<file path="config.mk">
export PLATFORM = sky130hd
export DESIGN_NAME = slot_pwr_sequencer
export DESIGN_NICKNAME = d
export VERILOG_FILES = /design/src/rtl/slot_pwr_sequencer.sv
export SDC_FILE = /design/constraint.sdc
export NUM_CORES = 1
export LEC_CHECK = 0
export ABC_AREA = 0
export CORE_ASPECT_RATIO = 0.9
export CORE_UTILIZATION = 30
export DETAILED_ROUTE_END_ITERATION = 12
export GPL_TIMING_DRIVEN = 0
export MAX_ROUTING_LAYER = met4
export SLEW_MARGIN = 15
export SYNTH_ARGS = -nofsm -noshare
export SYNTH_HDL_FRONTEND = slang
export SYNTH_SLANG_ARGS = --single-unit
</file>
<file path="constraint.sdc">
create_clock -name clk_1k -period 2.34 [get_ports clk_1k]
set_clock_uncertainty 0.2 [all_clocks]
set_input_delay 0.468 -clock clk_1k [delete_from_list [all_inputs] [get_ports clk_1k]]
set_output_delay 0.468 -clock clk_1k [all_outputs]
set_load 0.02 [all_outputs]
</file>
<file path="src/rtl/slot_pwr_sequencer.sv">
// slot_pwr_sequencer: staggered round-robin slot power-up for the PDB CPLD.
// Define SLOT_PG_CHECK_EN to add per-slot power-good supervision with sticky faults.
module slot_pwr_sequencer #(
    parameter int NUM_SLOTS  = 4,
    parameter int STAGGER_MS = 100
) (
    input  logic                 clk_1k,
    input  logic                 cpld_rst_n,
    input  logic [NUM_SLOTS-1:0] prsnt_db,
    input  logic                 sys_pwr_ok,
    input  logic [NUM_SLOTS-1:0] slot_pg,
    input  logic                 fault_clr,
    output logic [NUM_SLOTS-1:0] slot_pwr_en,
    output logic [NUM_SLOTS-1:0] slot_fault,
    output logic                 seq_busy
);

    localparam int IDX_W = $clog2(NUM_SLOTS);
    localparam int CNT_W = (STAGGER_MS > 1) ? $clog2(STAGGER_MS) : 1;
    localparam logic [CNT_W-1:0] CNT_LAST = CNT_W'(STAGGER_MS - 1);
    localparam logic [IDX_W-1:0] PTR_INIT = IDX_W'(NUM_SLOTS - 1);

    typedef enum logic {
        IDLE,
        STAGGER
    } state_t;

    state_t               state;
    logic [CNT_W-1:0]     cnt;
    logic [IDX_W-1:0]     rr_ptr;
    logic [IDX_W-1:0]     cur;
    logic [NUM_SLOTS-1:0] req;
    logic [NUM_SLOTS-1:0] en_nxt;
    logic [NUM_SLOTS-1:0] fault_nxt;
    logic                 grant_vld;
    logic [IDX_W-1:0]     grant_idx;
    logic                 stagger_done;

    function automatic logic [IDX_W-1:0] wrap_idx(input logic [IDX_W-1:0] base, input int off);
        int sum;
        sum = int'(base) + off;
        if (sum >= NUM_SLOTS) begin
            sum = sum - NUM_SLOTS;
        end
        return IDX_W'(sum);
    endfunction

    assign req          = prsnt_db & ~slot_pwr_en & ~slot_fault & {NUM_SLOTS{sys_pwr_ok}};
    assign stagger_done = (state == STAGGER) && (cnt == CNT_LAST);

    // Round-robin search starts just past the last granted slot so every slot gets a turn.
    always_comb begin
        grant_vld = 1'b0;
        grant_idx = '0;
        for (int k = 1; k <= NUM_SLOTS; k++) begin
            if (!grant_vld && req[wrap_idx(rr_ptr, k)]) begin
                grant_vld = 1'b1;
                grant_idx = wrap_idx(rr_ptr, k);
            end
        end
    end

    always_comb begin
        en_nxt    = slot_pwr_en;
        fault_nxt = slot_fault;
`ifdef SLOT_PG_CHECK_EN
        if (fault_clr) begin
            fault_nxt = '0;
        end
        // The slot still ramping inside its window is only judged at the window's last edge.
        for (int i = 0; i < NUM_SLOTS; i++) begin
            if (slot_pwr_en[i] && !slot_pg[i] &&
                !((state == STAGGER) && (IDX_W'(i) == cur) && !stagger_done)) begin
                en_nxt[i]    = 1'b0;
                fault_nxt[i] = 1'b1;
            end
        end
`else
        fault_nxt = '0;
`endif
        if ((state == IDLE) && grant_vld) begin
            en_nxt[grant_idx] = 1'b1;
        end
        en_nxt    = en_nxt & prsnt_db;
        fault_nxt = fault_nxt & prsnt_db;
    end

`ifndef SLOT_PG_CHECK_EN
    logic unused_pg;
    assign unused_pg = ^{slot_pg, fault_clr, cur};
`endif

    // Rail loss drops every enable but keeps faults and the arbiter position.
    always_ff @(posedge clk_1k) begin
        if (!cpld_rst_n) begin
            state       <= IDLE;
            cnt         <= '0;
            rr_ptr      <= PTR_INIT;
            cur         <= '0;
            slot_pwr_en <= '0;
            slot_fault  <= '0;
            seq_busy    <= 1'b0;
        end else if (!sys_pwr_ok) begin
            state       <= IDLE;
            cnt         <= '0;
            slot_pwr_en <= '0;
            seq_busy    <= 1'b0;
        end else begin
            slot_pwr_en <= en_nxt;
            slot_fault  <= fault_nxt;
            case (state)
                IDLE: begin
                    if (grant_vld) begin
                        state    <= STAGGER;
                        cnt      <= '0;
                        rr_ptr   <= grant_idx;
                        cur      <= grant_idx;
                        seq_busy <= 1'b1;
                    end
                end
                STAGGER: begin
                    if (cnt == CNT_LAST) begin
                        state    <= IDLE;
                        seq_busy <= 1'b0;
                    end else begin
                        cnt <= cnt + 1'b1;
                    end
                end
                default: begin
                    state    <= IDLE;
                    seq_busy <= 1'b0;
                end
            endcase
        end
    end

endmodule

</file>
# Word-level counts from Yosys, hierarchy flattened
# Index checks and enable logic that the tools add are counted.
dict set report op_classes {
  n_eq_ne 4
  muxes 32
  magnitude_cmp 10
  reduce_logical 12
  add_sub_neg 9
  bitwise 6
}
# cell n
set op_table {}
lappend op_table {{$mux 2} 8}
lappend op_table {{$lt 2x3->1 const B} 5}
lappend op_table {{$mux 7} 2}
lappend op_table {{$pmux 7 s2} 1}
lappend op_table {{$mux 1} 13}
lappend op_table {{$and 4x4->4} 3}
lappend op_table {{$ge 3x3->1 const B} 3}
lappend op_table {{$bmux 1 s2} 4}
lappend op_table {{$sub 2x1->2 const B} 4}
lappend op_table {{$add 7x1->7 const B} 1}
lappend op_table {{$eq 7x7->1 const B} 1}
lappend op_table {{$add 2x2->3 const B} 2}
lappend op_table {{$reduce_and 2->1} 3}
lappend op_table {{$logic_and 1x1->1} 5}
lappend op_table {{$add 2x3->4 const B} 1}
lappend op_table {{$ge 4x3->1 const B} 1}
lappend op_table {{$mux 4} 1}
lappend op_table {{$ne 2x2->1 const B} 2}
lappend op_table {{$not 4->4} 1}
lappend op_table {{$or 4x4->4} 1}
lappend op_table {{$pmux 1 s2} 2}
lappend op_table {{$add 2x1->3 const B} 1}
lappend op_table {{$logic_not 1->1} 3}
lappend op_table {{$reduce_and 3->1} 1}
lappend op_table {{other kinds (4)} 4}
dict set report totals {
  inputBits 12
  word_cells 78
  out_inout_bits 9
  ff_bits 15
}

# Depth between registers and ports, before layout
dict set report logic_depth {
  depth_word 22
  depth_mapped 5
  depth_no_buf 5
}

# Worst setup path after synthesis
# Ideal clock, no wire load.
dict set report synth_timing {
  path_kind {input port to flip-flop}
  startpoint {input port prsnt_db[3]}
  endpoint {register slot_pwr_en[0]}
  path_stages 4
  slack_ns 0.545
  setup_time_ns 0.086
  required_time_ns 2.054
  n_path_buf 0
  arrival_time_ns 1.508
  cell_sequence {nor3b_1 o32a_1 a211o_1 a221oi_2}
}
dict set report synth_between {
  elab_chain_len 21
  elab_cells_between_ends 33
  classes_between {order compare (2); mux (19); bitwise (4); reduce/logical (8)}
}
# element line_no
set synth_rtl {}
lappend synth_rtl {{from (decl)} 9} ;# input logic [NUM_SLOTS-1:0] prsnt_db,
lappend synth_rtl {{$and 4x4->4 (*) (2 in a row)} 48} ;# assign req = prsnt_db & ~slot_pwr_en & ~slot_fault & {NUM_SLOTS{sys_pwr_ok}};
lappend synth_rtl {{$bmux 1 s2} 56} ;# if (!grant_vld && req[wrap_idx(rr_ptr, k)]) begin
lappend synth_rtl {{$mux 1 (not written as such)} 56}
lappend synth_rtl {{$mux 1} 56}
lappend synth_rtl {{$logic_not 1->1} 56}
lappend synth_rtl {{$logic_and 1x1->1} 56}
lappend synth_rtl {{$mux 1} 56}
lappend synth_rtl {{$logic_not 1->1} 56}
lappend synth_rtl {{(+4 left out)} --}
lappend synth_rtl {{$mux 2} 56}
lappend synth_rtl {{$lt 2x3->1 (not written as such) / $ge 2x1->1 (equally long branches)} 82} ;# en_nxt[grant_idx] = 1'b1;
lappend synth_rtl {{$logic_and 1x1->1 (not written as such)} 82}
lappend synth_rtl {{$mux 1 (not written as such)} 82}
lappend synth_rtl {{$demux 1 s2} 82}
lappend synth_rtl {{$or 4x4->4 (no line)} --}
lappend synth_rtl {{$mux 4 (*)} 81} ;# if ((state == IDLE) && grant_vld) begin
lappend synth_rtl {{$and 4x4->4 (*)} 84} ;# en_nxt = en_nxt & prsnt_db;
lappend synth_rtl {{to (signal assigned)} 109} ;# slot_pwr_en <= en_nxt;
lappend synth_rtl {{to (decl)} 13} ;# output logic [NUM_SLOTS-1:0] slot_pwr_en,
# Mark *: on every way between the ends. The rest lies on a longest branch, timed or not. The select of a mux whose other input is x is not followed.
# A chain may end at the register's enable or synchronous reset.

# Worst setup path in the final report
dict set report layout_timing {
  startpoint {input port sys_pwr_ok}
  endpoint {register slot_pwr_en[0]}
}
dict set report layout_between {
  elab_chain_len 20
  elab_cells_between_ends 33
  classes_between {order compare (2); mux (19); bitwise (3); reduce/logical (9)}
}
# element line_no
set layout_rtl {}
lappend layout_rtl {{from (decl)} 10} ;# input logic sys_pwr_ok,
lappend layout_rtl {{$and 4x4->4} 48}
lappend layout_rtl {{$bmux 1 s2} 56}
lappend layout_rtl {{$mux 1 (not written as such)} 56}
lappend layout_rtl {{$mux 1} 56}
lappend layout_rtl {{$logic_not 1->1} 56}
lappend layout_rtl {{$logic_and 1x1->1} 56}
lappend layout_rtl {{$mux 1} 56}
lappend layout_rtl {{$logic_not 1->1} 56}
lappend layout_rtl {{(+4 left out)} --}
lappend layout_rtl {{$mux 2} 56}
lappend layout_rtl {{$lt 2x3->1 (not written as such) / $ge 2x1->1 (equally long branches)} 82}
lappend layout_rtl {{$logic_and 1x1->1 (not written as such)} 82}
lappend layout_rtl {{$mux 1 (not written as such)} 82}
lappend layout_rtl {{$demux 1 s2} 82}
lappend layout_rtl {{$or 4x4->4 (no line)} --}
lappend layout_rtl {{$mux 4} 81}
lappend layout_rtl {{$and 4x4->4} 84}
# Several ways; a longest one is shown, not always the timed one. The select of a mux whose other input is x is not followed.

==> metrics <==
slowest stage delay, CP=620 ps; Post-Place Worst Slack=-77.2 ps; Synth-to-Final Area Change=23.2%; register bit total from synthesis=15; via count=785; pwr dens=494 nW/µm²; synthesized instance count=104; Rows=18; most common cell in the netlist=dfxtp_1; Setup crit start=sys_pwr_ok; number of synthesized flops with an enable pin=0; first drt pass iteration count=4; Routed WL=1840 µm; ys async rst share=0%; period utilization=92.1%; vias per inst=4.85; critical path capture point type=flop; later-pin clock latency in the skew report=290 ps; Resized cells post-CTS=0; initial DRC count=20; area leader, netlist=dfxtp_1; top-area cell type share of the netlist area=35.0%; layout cells sized above 1=9.84%; FF-to-FF path depth=5; R2R Setup Slk=560 ps; H-tree levels=1; Clk pin slew, worst setup/hold paths=90 ps; core area=2730 µm²; FILL cells=284; Post-Syn Area=857 µm²; first-pass GRT wire length=3060 µm; R2R Path End=slot_pwr_en[0]; Die Area=3070 µm²; Reg area=300 µm²; gr ovfl total=0; Routed Antenna Nets=0; final-report hold violation count=0; Post-Place Cells=158; hold crit path type=reg2reg; Chip Height=52.7 µm; most frequent cells after synthesis=15 x dfxtp_1, 13 x nand2_1, 7 x nor2_1; CTS Root Cell=clkbuf_4; outcome=completed; DPL Wire Length=1300 µm; TNS Setup=0 ps; GPL Wtd Cong=0.768; Critical-path top delay cell=clkdlybuf4s50_1; Post-CTS Setup Repair Bufs=0; critical path arrival=2170 ps; Nets=136; worst path cell trace=clkdlybuf4s50_1, nand2b_1, a41o_1, buf_2, a211o_1, a221oi_2; post-route insts no fill=162; vias in the first global route=742; wire per inst=11.4 µm; Leak=0.390 nW; Final Worst Setup Slack=185 ps; WS Path Type=in2reg; Yosys Warn Count=0; Distinct cells, synth=38; clock sinks=15; clk buf depth=2; crit-path max FO=10; # DRC=0; Pins Over Slew Limit=0; Die W=58.3 µm; HP Start=seq_busy; Max-Cap Viols=0; peak supply drop=268 µV; Seq/Total Area, Yosys=35.0%; Max Freq=464 MHz; Post-CTS Hold Buffers=0; Worst Path Required=2360 ps; Setup crit end=slot_pwr_en[0]; syn avg cell area=8.24 µm²; RSZ-0062 raised after global routing=no; initial antenna violation count=0; startpoint types=input port; GRT Total Usage=13.8%; fin util=38.8%; Num CTS Buffers=3; Multi-input gate area=509 µm²; largest net degree at the start of global routing=11; reg-to-reg startpoint=slot_pwr_en[3]; Inserted Diodes=0; # setup viols final=0; TritonCTS clock tree=yes; starting density of the core=31.5%; input/output buffers=11; I/O Pins=21; most common flop cell mapped by yosys=dfxtp_1; Period minus WS final=2150 ps; Area contributors post-synth=dfxtp_1 35%, nand2_1 5.7%, nand2b_1 3.6%
[worst min path at each step]
stage	end	slack, ps	cells past startpoint
floorplan	cnt[2]	280	2
global placement	seq_busy	270	2
detailed placement	seq_busy	280	2
CTS	seq_busy	300	2
global route	seq_busy	330	2
finish	seq_busy	300	2
[cells by family (layout without fill, tap and decap cells)]
logic type / Yosys count / in the layout / share of synthesized area, %
and+or+nand+nor: 50 / 50 / 32.3
AOI/OAI and AO/OA: 21 / 21 / 18.7
DFF: 15 / 15 / 35.0
buffers and inverters: 11 / 26 / 6.86
xor gates and xnor gates: 4 / 4 / 4.09
adders and majority gates: 2 / 2 / 2.63
other: 1 / 4 / 0.438
[state kept, by name, summed over array words and instances (netlist names)]
name,cells
cnt,7
slot_pwr_en,4
rr_ptr,2
seq_busy,1
state,1
[placed cells by master (no fill, tap or decap), types with 2 or more instances in the layout]
cell,synthesis,final
dfxtp_1,15,15
nand2_1,13,13
clkdlybuf4s50_1,0,11
nor2_1,7,7
inv_1,5,5
nand2b_1,5,5
a21oi_1,5,5
nand3_1,5,5
nand3b_1,4,4
buf_4,4,4
conb_1,1,4
o211ai_1,3,3
clkbuf_4,0,3
nor3_1,2,2
buf_2,2,2
and2_1,2,2
nand4_1,2,2
xnor2_1,2,2
nor3b_1,2,2
nor2b_1,2,2
and3b_1,2,2
o31ai_1,2,2
xor2_1,2,2
[worst max-delay path: cells and delay by family]
family | cells | cell delay (ps)
buf+inv | 2 | 800
compound gates | 3 | 760
simple gates | 1 | 150
[where the power goes]
group	switching (mW)	internal, mW
sequential	0.00758	0.262
clock	0.0919	0.0637
combinational	0.0531	0.0438
[per-stage QoR]
step,power (mW),hold slack [ps],instance area (µm²)
after CTS,0.527,304,1060
after global placement,0.369,270,1030
after floorplan,0.339,278,868
final,0.522,299,1060
after global routing,0.551,330,1060
after detailed placement,0.370,284,1030
[metal layers]
metal / routed length, µm / GRT usage, %
met5: 0 / -
met4: 14 / 5.16
met3: 125 / 6.17
met2: 850 / 22.2
met1: 850 / 15.0
[cell type report]
class,instances,area share [%]
buffer,6,3.79
inverter,5,1.78
clock buffer,3,2.13
tap,40,4.74
timing repair buffer,11,10.4
sequential,15,28.4
clock inverter,1,0.474
multi-input combinational,81,48.2
No activity file was read; power rests on OpenSTA's default activity.
